--- src/rtl/fetch_unit_pkg.sv ---
// Shared definitions for the instruction fetch stage: FSM state encoding and
// default parameter values used by fetch_unit.
// No ports; imported with "import fetch_unit_pkg::*".
package fetch_unit_pkg;

   // One instruction in flight at a time; the FSM walks these states in order.
   typedef enum logic [2:0] {
      S_IDLE     = 3'd0,
      S_IMEM_REQ = 3'd1,
      S_ISSUE    = 3'd2,
      S_RELEASE  = 3'd3,
      S_NEXT_PC  = 3'd4
   } fetch_state_t;

   localparam int          DEF_DATA_WIDTH = 32;
   localparam logic [31:0] DEF_RESET_PC   = 32'h0000_0000;
   localparam int          DEF_PC_INCR    = 4;
   localparam int          DEF_CNT_WIDTH  = 32;

endpackage

--- src/rtl/fetch_unit.sv ---
// Purpose : instruction fetch stage; holds PC, reads one word, hands it to decode.
// Latency : IMEM_REQ -> ISSUE -> RELEASE -> NEXT_PC loop, one instruction at a time.
// Backpr. : holds in IMEM_REQ until imem_valid, in ISSUE until compute_valid,
//           in RELEASE until compute_valid drops.
// Ports   : clk/rst (async active-low), run; imem_req/imem_addr/imem_valid/imem_rdata
//           to instruction memory; inst/compute_req/compute_valid/branch_flag/new_pc
//           to decode; pc and retired_count status.
module fetch_unit
   import fetch_unit_pkg::*;
#(
   parameter int                    DATA_WIDTH = DEF_DATA_WIDTH,
   parameter logic [DATA_WIDTH-1:0] RESET_PC   = DATA_WIDTH'(DEF_RESET_PC),
   parameter int                    PC_INCR    = DEF_PC_INCR,
   parameter int                    CNT_WIDTH  = DEF_CNT_WIDTH
) (
   input  logic                  clk,
   input  logic                  rst,
   input  logic                  run,
   output logic                  imem_req,
   output logic [DATA_WIDTH-1:0] imem_addr,
   input  logic                  imem_valid,
   input  logic [DATA_WIDTH-1:0] imem_rdata,
   output logic [DATA_WIDTH-1:0] inst,
   output logic                  compute_req,
   input  logic                  compute_valid,
   input  logic                  branch_flag,
   input  logic [DATA_WIDTH-1:0] new_pc,
   output logic [DATA_WIDTH-1:0] pc,
   output logic [CNT_WIDTH-1:0]  retired_count
);

   // Branch targets are word aligned by clearing the two low bits.
   localparam logic [DATA_WIDTH-1:0] ALIGN_MASK = ~DATA_WIDTH'(3);

   fetch_state_t          r_state;
   logic [DATA_WIDTH-1:0] r_pc;
   logic [DATA_WIDTH-1:0] r_inst;
   logic [DATA_WIDTH-1:0] r_tgt;
   logic                  r_take;
   logic [CNT_WIDTH-1:0]  r_retired;

   logic [DATA_WIDTH-1:0] w_pc_seq;
   logic [DATA_WIDTH-1:0] w_pc_next;

   // Sequential increment wraps modulo 2^DATA_WIDTH.
   assign w_pc_seq  = r_pc + DATA_WIDTH'(PC_INCR);
   assign w_pc_next = r_take ? (r_tgt & ALIGN_MASK) : w_pc_seq;

   always_ff @(posedge clk or negedge rst) begin
      if (!rst) begin
         r_state   <= S_IDLE;
         r_pc      <= RESET_PC;
         r_inst    <= '0;
         r_tgt     <= '0;
         r_take    <= 1'b0;
         r_retired <= '0;
      end else begin
         case (r_state)
            S_IDLE: begin
               if (run) r_state <= S_IMEM_REQ;
            end
            S_IMEM_REQ: begin
               // inst only ever changes on this capture edge; decode is
               // combinational on it through the rest of the instruction.
               if (imem_valid) begin
                  r_inst  <= imem_rdata;
                  r_state <= S_ISSUE;
               end
            end
            S_ISSUE: begin
               if (compute_valid) begin
                  r_take  <= branch_flag;
                  r_tgt   <= new_pc;
                  r_state <= S_RELEASE;
               end
            end
            S_RELEASE: begin
               // Decode must return to its wait state before the next issue,
               // otherwise a stale compute_valid would retire the next word.
               if (!compute_valid) r_state <= S_NEXT_PC;
            end
            S_NEXT_PC: begin
               r_pc      <= w_pc_next;
               r_retired <= r_retired + CNT_WIDTH'(1);
               r_state   <= run ? S_IMEM_REQ : S_IDLE;
            end
            default: r_state <= S_IDLE;
         endcase
      end
   end

   // Moore decode from the state register: no input-to-output path, and the
   // strobes fall together with the asynchronous reset of r_state.
   assign imem_req      = (r_state == S_IMEM_REQ);
   assign compute_req   = (r_state == S_ISSUE);
   assign imem_addr     = r_pc;
   assign pc            = r_pc;
   assign inst          = r_inst;
   assign retired_count = r_retired;

endmodule

--- config.mk ---
export PLATFORM = sky130hd
export DESIGN_NAME = fetch_unit
export DESIGN_NICKNAME = d
export VERILOG_FILES = /design/src/rtl/fetch_unit_pkg.sv /design/src/rtl/fetch_unit.sv
export SDC_FILE = /design/constraint.sdc
export NUM_CORES = 1
export LEC_CHECK = 0
export ABC_AREA = 1
export CAP_MARGIN = 0
export CELL_PAD_IN_SITES_DETAIL_PLACEMENT = 0
export CELL_PAD_IN_SITES_GLOBAL_PLACEMENT = 1
export CORE_ASPECT_RATIO = 0.75
export CORE_UTILIZATION = 35
export DETAILED_ROUTE_END_ITERATION = 8
export GPL_TIMING_DRIVEN = 0
export PLACE_DENSITY_LB_ADDON = 0.12
export SKIP_CTS_REPAIR_TIMING = 1
export SYNTH_ARGS = -nofsm -noshare
export SYNTH_HDL_FRONTEND = slang
export SYNTH_SLANG_ARGS = --single-unit
--- constraint.sdc ---
create_clock -name clk -period 1.8 [get_ports clk]
set_clock_uncertainty 0.1 [all_clocks]
set_input_delay 0.36 -clock clk [delete_from_list [all_inputs] [get_ports clk]]
set_output_delay 0.36 -clock clk [all_outputs]
set_load 0.05 [all_outputs]
# Word-level counts from Yosys, hierarchy flattened
# Cells that the tools add are included.
# op_classes
reduce_logical	4
eq_ne	8
mux	7
addsub	2
# ops
operator	count
$add 32x1->32 const B	1
$add 32x3->32 const B	1
$mux 32	1
$pmux 3 s5	1
$mux 3	4
$eq 3x2->1 const B	2
$ne 2x1->1 const B	2
$ne 2x2->1 const B	2
$reduce_and 2->1	2
$reduce_and 4->1	1
$eq 3x1->1 const B	1
$eq 3x3->1 const B	1
$logic_not 3->1	1
$mux 1	1
# totals
word_cells	27
in_bits	70
regBits	132
output_inout_bits	130

# Longest topological paths before layout
# logic_depth
word_depth	3
ltp_mapped	10
mapped_depth_nobuf	10

# Least setup slack after synthesis
# Ideal clock, no wire load.
# synth_path
path_kind	reg2reg
startpoint	reg r_pc[3] (netlist: imem_addr[3])
endpoint	reg r_pc[12] (netlist: imem_addr[12])
path_slack_ns	-0.257
setup_ns	0.120
arrival_time_ns	1.836
required_time_ns	1.580
synth_period_minus_slack_ns	2.057
path_buffers	0
path_stages_with_launch	11
path_cell_list	dfrtp_1 ha_1 nand2_1 nor2_2 nand2_2 nor2_1 nand2_1 nand2_1 nand3_1 o21ai_0 inv_1
# synth_between
elab_chain_cells	2
# synth_lines
item	line_no	source
start: declaration	fetch_unit.sv:36	logic [DATA_WIDTH-1:0] r_pc;
start signal: assignment	fetch_unit.sv:83	r_pc <= w_pc_next;
$add 32x3->32	fetch_unit.sv:46	assign w_pc_seq = r_pc + DATA_WIDTH'(PC_INCR);
$mux 32	fetch_unit.sv:47	assign w_pc_next = r_take ? (r_tgt & ALIGN_MASK) : w_pc_seq;
# No other way between the ends.
# A chain may end at the register's enable or synchronous reset.

# Final worst setup path
# layout_path
startpoint	reg r_state[1]
endpoint	out imem_req
# layout_between
elab_chain_cells	1
# layout_lines
item	line_no	source
start: declaration	fetch_unit.sv:35	fetch_state_t r_state;
start signal: assignment	fetch_unit.sv:85	r_state <= run ? S_IMEM_REQ : S_IDLE;
$eq 3x1->1	fetch_unit.sv:94	assign imem_req = (r_state == S_IMEM_REQ);
end: declaration	fetch_unit.sv:19	output logic imem_req,
# No other way between the ends.

==> out/qor.yml <==
crit_path_cell_trace: "nor3_4 > buf_6"
rows: 44
worstPathArrival_ns: 1.38
syn_inst: 860
outcome: "complete, but fails checks"
regToRegSetupSlack_ns: 0.05
grt_use_met1_pct: 32.1
crit_fanout: 5
hold_path.class: "in2async"
yosys_warnings: 0
wl_per_cell_um: 15.0
yosysSeqAreaShare_pct: 46.3
die_y_um: 124
min_period_ns: 1.84
fin_nets: 1162
synthAdderAreaFrac_pct: 0.362
use_met3_pct: 6.06
numClockSinks: 128
drtIter0Drc: 407
place_hpwl_um: 14800
portBuffers: 193
grt.overflow.total: 0
dp.cells: 1310
synth-compound-area-share_pct: 6.01
top_usage_layer: "met1"
io_pins: 200
grt_usage_pct: 20.8
ant_nets: 0
remaining_drc_errors: 0
final_cell_mix: "246 x nand2_1, 108 x dfrtp_1, 91 x nor2_1, 83 x inv_1, 66 x clkdlybuf4s50_1"
rr_startpoint: "r_state[1]"
grt_pass1_wl_um: 32000
met2_usage_pct: 27.5
slew_violations: 0
cp-end-kind: "output pin"
wirelength_um: 20300
initial_utilization_pct: 35.7
cts_buffers: 17
fin_hold_ws_ns: 0.375
synth_simple_gate_area_share_pct: 26.6
critPathSlowestCell: "dfrtp_2"
fp.coreArea_um2: 19400
route.vias.total: 6274
diodes: 0
max_cap_viol_count: 0
drive_above_1_share_pct: 24.8
die_w_um: 164
synth_seq_cells: 128
layout.cells.most_common: "nand2_1"
h-tree-depth: 4
slowest_delay_ns: 0.46
peakVddDrop_mv: 1.19
worstReg2RegEnd: "imem_addr[20]"
cts-root-buf: "clkbuf_16"
worst_pin_slew_ns: 0.657
p_per_area_nw_per_um2: 1800
critPathKind: "reg2out"
power.leakage_uw: 0.00532
rsz0062_at_grt: "true"
cp-start-kind: "flip-flop"
drtPass1Iterations: 8
synthXorXnorAreaFrac_pct: 2.41
area.growth.synth_to_final_pct: 43.5
setup_ws_ns: -0.0384
stdcell_count: 1356
tns_ns: -0.0384
viasPerCell: 4.63
slew-limit-headroom_pct: 56.2
violations: "negative setup slack"
clockBufferDepth: 2
clk_pin_slew_ns: 0.06
synth.distinct_cells: 39
rr_worst_depth: 7
grt_start_max_net_pins: 73
synthMuxAreaShare_pct: 7.82
cts_tree: "done"
syn_avg_cell_area_um2: 8.04
final-hold-violation-count: 0
max_clock_freq_ghz: 0.544
grt_pass1_vias: 5741
required_ns: 1.34
setup_viol: 1
die_area_um2: 20300
synth_top_family_by_area: "simple AND/OR/NAND/NOR gates"
grt_antenna_before_repair: 0
clk_latency_ns: 0.43
routabilityCongestion: 0.803
syn_area_um2: 6920
finalCritPeriodShare_pct: 102
==> through the flow <==
stage	worst slack (ns)	utilization (%)	total power [uW]	area [um^2]
5_1_grt	-0.110	51.2	18900	9920
6_report	-0.0384	51.2	17800	9920
4_1_cts	-0.739	50.7	18200	9830
3_5_place_dp	-0.269	47.7	14700	9240
2_1_floorplan	-0.0922	-	11400	6960
3_3_place_gp	-5.71	47.5	14600	9210
==> Yosys cell counts (all sizes together) <==
master | n | area share (%)
and3 | 2 | 0.18
a21oi | 41 | 3.0
buf | 48 | 5.2
nand4 | 6 | 0.54
mux2 | 48 | 7.8
nor3 | 9 | 0.89
inv | 86 | 4.7
and2 | 1 | 0.091
conb | 1 | 0.054
clkbuf | 9 | 0.49
clkinv | 2 | 0.13
o21a | 1 | 0.11
nor4 | 1 | 0.091
xnor2 | 11 | 1.4
xor2 | 8 | 1.0
nor2 | 107 | 6.3
nand3 | 47 | 3.4
ha | 2 | 0.36
a31oi | 1 | 0.091
nand2 | 256 | 14
dfrtp | 128 | 46
o21bai | 1 | 0.11
nor3b | 2 | 0.38
o22ai | 3 | 0.27
nand3b | 4 | 0.43
o21ai | 34 | 2.5
nor2b | 1 | 0.091
==> cell type report <==
class	count	area, um^2
clock buffers	18	439
plain buffers	57	407
flip-flops and latches	128	3230
well taps	253	317
fillers	1906	9450
clock inverters	14	145
repair buffers	208	1920
multi-input cells	590	3130
inverters	88	338
==> power by group <==
group	total [uW]	leakage [uW]	internal (uW)	switching, uW
clock network	3470	0.000279	1990	1480
logic	9340	0.00348	3090	6250
registers	5040	0.00156	4010	1030
==> critical path: cells and delay by family, from the launching register on <==
| kind | cells | cell delay [ns] |
|---|---|---|
| buf+inv | 1 | 0.21 |
| flops | 1 | 0.46 |
| simple gates | 1 | 0.29 |
==> worst max path at each step <==
stage | startpoint | to | slack, ns | depth (start not counted)
global route | r_state[1] | imem_req | -0.11 | 2
finish | r_state[1] | imem_req | -0.04 | 2
CTS | r_state[0] | imem_req | -0.74 | 3
detailed placement | r_state[2] | compute_req | -0.27 | 4
global placement | rst | retired_count[0] | -5.71 | 1
floorplan | r_state[0] | inst[5] | -0.09 | 5
==> sequential cells by signal, indices dropped and copies added (netlist names) <==
register and count:
inst 32, retired_count 32, imem_addr 30, r_tgt 30, r_state 3, r_take 1
==> cell families (layout without fill, tap and decap cells) <==
kind of cell    count (synthesis)  count (layout)
mux                            48              48
flops                         128             128
xor+xnor                       19              19
compound gates                 81              81
other cells                     1               4
fa+ha+maj                       2               2
simple gates                  436             436
buf+inv                       145             385
==> layer usage <==
layer	part of all wire, %	vias up	routed length (um)
met1	52	2924	10600
met5	0	-	0
met3	7.9	12	1610
met2	39	192	8010
li1	-	3146	-
met4	0.80	0	163
Power figures use the tool's default switching activity.
